--- src/rtl/adc_frame_packer.sv ---
// ADC block-average decimator and frame packer feeding an AXI-Stream-style master through a small FIFO.
// Build option: define AUTO_REARM_EN for continuous back-to-back frames after a single start.
//
// state   | meaning
// --------+---------------------------------------------------------------
// IDLE    | waiting for start; ad_valid ignored
// CAPTURE | accumulating samples, pushing decimated results into the FIFO
// DRAIN   | frame fully captured; emptying the FIFO until the tlast beat
module adc_frame_packer #(
   parameter int DATA_W     = 10,
   parameter int DECIM      = 8,
   parameter int FRAME_LEN  = 8192,
   parameter int FIFO_DEPTH = 16
) (
   input  logic              clk_50m,
   input  logic              rst_n,
   input  logic [DATA_W-1:0] ad_data,
   input  logic              ad_valid,
   input  logic              start,
   output logic [15:0]       m_tdata,
   output logic              m_tvalid,
   input  logic              m_tready,
   output logic              m_tlast,
   output logic              busy,
   output logic              frame_done,
   output logic              overflow
);

   localparam int SH    = $clog2(DECIM);
   localparam int PH_W  = (SH > 0) ? SH : 1;
   localparam int ACC_W = DATA_W + SH;
   localparam int FC_W  = $clog2(FRAME_LEN);
   localparam int AW    = $clog2(FIFO_DEPTH);
   localparam int ENT_W = DATA_W + 1;

   typedef enum logic [1:0] {S_IDLE, S_CAPTURE, S_DRAIN} state_t;

   state_t            state_q, state_d;
   logic [ACC_W-1:0]  acc_q, acc_d;
   logic [PH_W-1:0]   phase_q, phase_d;
   logic [FC_W-1:0]   fcnt_q, fcnt_d;
   logic              ovf_q, ovf_d;
   logic              done_q, done_d;
   logic [AW:0]       wr_ptr_q, wr_ptr_d;
   logic [AW:0]       rd_ptr_q, rd_ptr_d;
   logic [ENT_W-1:0]  mem_q [FIFO_DEPTH];
   logic [ENT_W-1:0]  mem_d [FIFO_DEPTH];

   logic [ACC_W-1:0]  sum;
   logic [DATA_W-1:0] dec_val;
   logic [AW:0]       count;
   logic [ENT_W-1:0]  head;
   logic              dec_last, cap_fire, frame_last;
   logic              empty, full, pop, push;

   always_comb begin
      sum        = acc_q + ACC_W'(ad_data);
      dec_val    = DATA_W'(sum >> SH);
      dec_last   = (phase_q == PH_W'(DECIM - 1));
      cap_fire   = (state_q == S_CAPTURE) && ad_valid && dec_last;
      frame_last = (fcnt_q == FC_W'(FRAME_LEN - 1));
      count      = wr_ptr_q - rd_ptr_q;
      empty      = (wr_ptr_q == rd_ptr_q);
      full       = (count == (AW+1)'(FIFO_DEPTH));
      head       = mem_q[rd_ptr_q[AW-1:0]];
      pop        = !empty && m_tready;
      // a pop on the same edge frees the slot the push needs
      push       = cap_fire && (!full || pop);
   end

   always_comb begin
      state_d  = state_q;
      acc_d    = acc_q;
      phase_d  = phase_q;
      fcnt_d   = fcnt_q;
      ovf_d    = ovf_q;
      wr_ptr_d = wr_ptr_q;
      rd_ptr_d = rd_ptr_q;
      mem_d    = mem_q;
      done_d   = pop && head[DATA_W];

      if (pop) begin
         rd_ptr_d = rd_ptr_q + (AW+1)'(1);
      end

      case (state_q)
         S_IDLE: begin
            if (start) begin
               state_d = S_CAPTURE;
               acc_d   = '0;
               phase_d = '0;
               fcnt_d  = '0;
               ovf_d   = 1'b0;
            end
         end
         S_CAPTURE: begin
            if (ad_valid) begin
               if (dec_last) begin
                  acc_d   = '0;
                  phase_d = '0;
               end else begin
                  acc_d   = sum;
                  phase_d = phase_q + PH_W'(1);
               end
            end
            if (cap_fire) begin
               if (push) begin
                  mem_d[wr_ptr_q[AW-1:0]] = {frame_last, dec_val};
                  wr_ptr_d = wr_ptr_q + (AW+1)'(1);
                  if (frame_last) begin
`ifdef AUTO_REARM_EN
                     fcnt_d = '0;
`else
                     state_d = S_DRAIN;
`endif
                  end else begin
                     fcnt_d = fcnt_q + FC_W'(1);
                  end
               end else begin
                  // dropped sample does not count toward the frame length
                  ovf_d = 1'b1;
               end
            end
         end
         S_DRAIN: begin
            if (pop && head[DATA_W]) begin
               state_d = S_IDLE;
            end
         end
         default: state_d = S_IDLE;
      endcase
   end

   always_ff @(posedge clk_50m) begin
      if (!rst_n) begin
         state_q  <= S_IDLE;
         acc_q    <= '0;
         phase_q  <= '0;
         fcnt_q   <= '0;
         ovf_q    <= 1'b0;
         done_q   <= 1'b0;
         wr_ptr_q <= '0;
         rd_ptr_q <= '0;
      end else begin
         state_q  <= state_d;
         acc_q    <= acc_d;
         phase_q  <= phase_d;
         fcnt_q   <= fcnt_d;
         ovf_q    <= ovf_d;
         done_q   <= done_d;
         wr_ptr_q <= wr_ptr_d;
         rd_ptr_q <= rd_ptr_d;
      end
   end

   always_ff @(posedge clk_50m) begin
      mem_q <= mem_d;
   end

   assign m_tvalid   = !empty;
   assign m_tdata    = m_tvalid ? 16'(head[DATA_W-1:0]) : 16'd0;
   assign m_tlast    = m_tvalid && head[DATA_W];
   assign busy       = (state_q != S_IDLE);
   assign frame_done = done_q;
   assign overflow   = ovf_q;

endmodule

--- config.mk ---
export PLATFORM = sky130hd
export DESIGN_NAME = adc_frame_packer
export DESIGN_NICKNAME = d
export VERILOG_FILES = /design/src/rtl/adc_frame_packer.sv
export SDC_FILE = /design/constraint.sdc
export NUM_CORES = 1
export LEC_CHECK = 0
export BUFFER_PORTS_ARGS = -buffer_cell sky130_fd_sc_hd__buf_2
export CORE_MARGIN = 5
export CORE_UTILIZATION = 35
export CTS_BUF_LIST = sky130_fd_sc_hd__clkbuf_16
export DETAILED_ROUTE_END_ITERATION = 6
export HOLD_SLACK_MARGIN = 0.1
export PLACE_DENSITY = 0.51
export SLEW_MARGIN = 20
export SYNTH_ARGS = -nofsm -noshare
export SYNTH_HDL_FRONTEND = slang
export SYNTH_SLANG_ARGS = --single-unit
--- constraint.sdc ---
create_clock -name clk_50m -period 8 [get_ports clk_50m]
set_input_delay 0.4 -clock clk_50m [delete_from_list [all_inputs] [get_ports clk_50m]]
set_output_delay 0.4 -clock clk_50m [all_outputs]
set_load 0.005 [all_outputs]
==> run_results.csv <==
group,metric,value,unit
finish,final_cell_mix,"176 x edfxtp_1, 55 x mux4_2, 41 x dfxtp_1",
clock_tree,cts_resized,0,
clock_tree,root_buffer,"clkbuf_16",
logic_synthesis,synth-edff-count,176,
clock_tree,htree_num_levels,1,
worst_setup_path,required,8.14,ns
finish,area_growth,13.5,%
timing,fin_skew,0.0165,ns
worst_setup_path,reg2reg_depth,9,
logic_synthesis,yosysSeqAreaShare,64.6,%
logic_synthesis,syn_area,9520,um^2
drt,ant_nets,0,
logic_synthesis,dominantRegCellSynth,"edfxtp_1",
drt,drt-pass1-iter-count,4,
timing,finalHoldViolations,0,
timing,max-slew-margin-rel,25.6,%
global_routing,overflow,0,
floorplan,pin_count,36,
clock_tree,cts_sinks,219,
worst_setup_path,r2r_start,"rd_ptr_q[1]",
finish,final_common_cell,"edfxtp_1",
worst_setup_path,crit_family,"simple AND/OR/NAND/NOR gates",
timing,finalCritPeriodShare,49.9,%
floorplan,rows,60,
worst_setup_path,path_buf_inv,2,
worst_setup_path,reg2reg_slack,4.01,ns
timing,slew_viol_final,0,
logic_synthesis,synth_top_family_by_area,"multiplexers",
worst_setup_path,crit_type,"flip-flop to flip-flop",
hold_path,whs_path_depth,2,
hold_path,hp-start,"start",
worst_setup_path,crit_cells,9,
placement,gp_congestion,0.761,
logic_synthesis,synthArstFlopShare,0,%
global_routing,antenna_found_initial,0,
worst_setup_path,critPathArrivalTime,4.13,ns
logic_synthesis,ys_types,64,
worst_setup_path,critPathLaunchType,"flip-flop",
finish,finalNetCount,670,
logic_synthesis,avgSynthCellArea,15.8,um^2
timing,period_minus_slack,3.99,ns
placement,dp_hpwl,14000,um
worst_setup_path,crit_fanout,47,
drt,drtIter0Drc,388,
floorplan,coreArea,26900,um^2
global_routing,grt_start_max_net_pins,49,
logic_synthesis,synth-simple-area-share,9.18,%
logic_synthesis,syn_inst,603,
drt,wire_per_inst,21.6,um
timing,setup_viol,0,
hold_path,min_to,"state_q[0]",
logic_synthesis,synth_xor_area_share,1.56,%
timing,fmax,250,MHz
clock_tree,cts_tree,"done",
worst_setup_path,cpMaxStageDelayCell,"nor2b_1",
floorplan,die_w,175,um
hold_path,hp-class,"input port to flip-flop",
timing,finalHoldWorstSlack,0.238,ns
clock_tree,postCtsSetupBuffers,0,
drt,vias_per_cell,5.36,
global_routing,track_usage,13.9,%
global_routing,grt_pass1_vias,5429,
timing,final_critical_path_setup_slack,4.01,ns
power_and_ir_drop,ir_drop,0.000116,V
timing,tightest_slew,1.11,ns
worst_setup_path,end_kind,"flip-flop",
worst_setup_path,critPathMaxStageDelay,0.85,ns
logic_synthesis,synth_compound_gate_area_share,5.93,%
clock_tree,clock_path_buffers,3,
floorplan,start_util,35.4,%
drt,wirelength,21300,um
placement,place_ws,3.88,ns
finish,layout-drive-gt1-share,22.5,%
finish,diodes,0,
floorplan,dieArea,30600,um^2
clock_tree,cts_made_buffers,24,
drt,drc_errors,0,
power_and_ir_drop,power.leakage,3.65,nW
timing,final.setup.tns,0,ns
clock_tree,clk_pin_slew,0.06,ns
outcome,status,"complete, no violations",
placement,portBuffers,29,
timing,rsz0062_at_grt,"false",
logic_synthesis,synth_warnings,0,
logic_synthesis,synthAdderAreaFrac,3.10,%
worst_setup_path,r2r_end,"mem_q[51]",
global_routing,grt_pass1_wl,32700,um
drt,vias,5276,
power_and_ir_drop,p_per_area,220,nW/um^2
floorplan,die_y,175,um
clock_tree,clock_latency,0.52,ns
worst_setup_path,path_cells,"buf_4 > inv_1 > ha_1 > nor2b_1 > o21bai_1 > a211o_1 > a211o_1 > nand3_1 > nor2b_1",
clock_tree,cts_hold_buffers,0,
logic_synthesis,synth.area.mux_share,13.2,%
logic_synthesis,synth-seq-cells,219,
flow_run,max_cap_viol_count,0,
worst max-delay path by stage:
| stage | start | endpoint | slack (ns) |
|---|---|---|---|
| after global placement | rd_ptr_q[1] | mem_q[48] | 4.06 |
| after detailed placement | rd_ptr_q[1] | mem_q[49] | 3.88 |
| after floorplan | rd_ptr_q[1] | mem_q[132] | 4.51 |
| after global routing | rd_ptr_q[1] | mem_q[51] | 3.72 |
| after CTS | rd_ptr_q[1] | mem_q[51] | 3.93 |
| final | rd_ptr_q[1] | mem_q[51] | 4.01 |
area by class of cell:
class | count | area, um^2
Inverter | 14 | 52.6
Tap cell | 341 | 427
Fill cell | 2472 | 16100
Clock buffer | 24 | 601
Timing Repair Buffer | 33 | 179
Sequential cell | 219 | 6150
Multi-Input combinational cell | 340 | 3260
Clock inverter | 14 | 135
routing by layer:
| metal | up-vias | track usage [%] | routed length (um) |
|---|---|---|---|
| met1 | 2679 | 17.9 | 9110 |
| met4 | 0 | 3.31 | 499 |
| met3 | 34 | 2.77 | 996 |
| met5 | - | 0 | 0 |
| li1 | 2439 | - | - |
| met2 | 124 | 24.4 | 10700 |
report_power, final:
group          total (W)  switching, W  internal [W]  leakage [nW]
logic          0.0000873     0.0000650     0.0000223          1.30
registers        0.00125    0.00000347       0.00125          2.00
clock network    0.00104      0.000432      0.000607         0.355
cell usage after synthesis (all sizes together), types with 5 or more instances:
master | n | area [um^2]
a21oi | 16 | 80.1
a22oi | 9 | 72.6
a31oi | 6 | 37.5
and3 | 19 | 124
buf | 15 | 100
clkbuf | 20 | 75.1
dfxtp | 43 | 861
edfxtp | 176 | 5290
ha | 22 | 275
inv | 13 | 48.8
mux4 | 55 | 1240
nand2 | 31 | 116
nand3 | 18 | 95.1
nand4 | 12 | 75.1
nor2 | 33 | 126
nor2b | 19 | 119
nor3 | 6 | 35.0
o211ai | 8 | 60.1
o21ai | 6 | 30.0
o311ai | 5 | 51.3
xnor2 | 13 | 114
sequential cells by signal, indices dropped and copies added, names as in the netlist:
| name | cells |
|---|---|
| frame_done | 1 |
| acc_q | 13 |
| mem_q | 176 |
| fcnt_q | 13 |
| wr_ptr_q | 5 |
| state_q | 2 |
| phase_q | 3 |
| rd_ptr_q | 5 |
| overflow | 1 |
stage by stage:
stage                     instances  utilization, %  power [W]  cell area, um^2
after floorplan                 608               -    0.00132             9540
after global placement          946            37.4    0.00136            10100
after detailed placement        946            37.4    0.00136            10100
after CTS                       984            40.2    0.00240            10800
after global routing            985            40.2    0.00246            10800
final                           985            40.2    0.00238            10800
logic make-up (layout without fill, tap and decap cells):
kind of cell    after synthesis  in the layout
compound gates               75             75
xor+xnor                     17             17
fa+ha+maj                    23             23
buf+inv                      49             85
flops                       219            219
mux                          57             57
other cells                   1              6
simple gates                162            162
No activity file was read; power rests on OpenSTA's default activity.
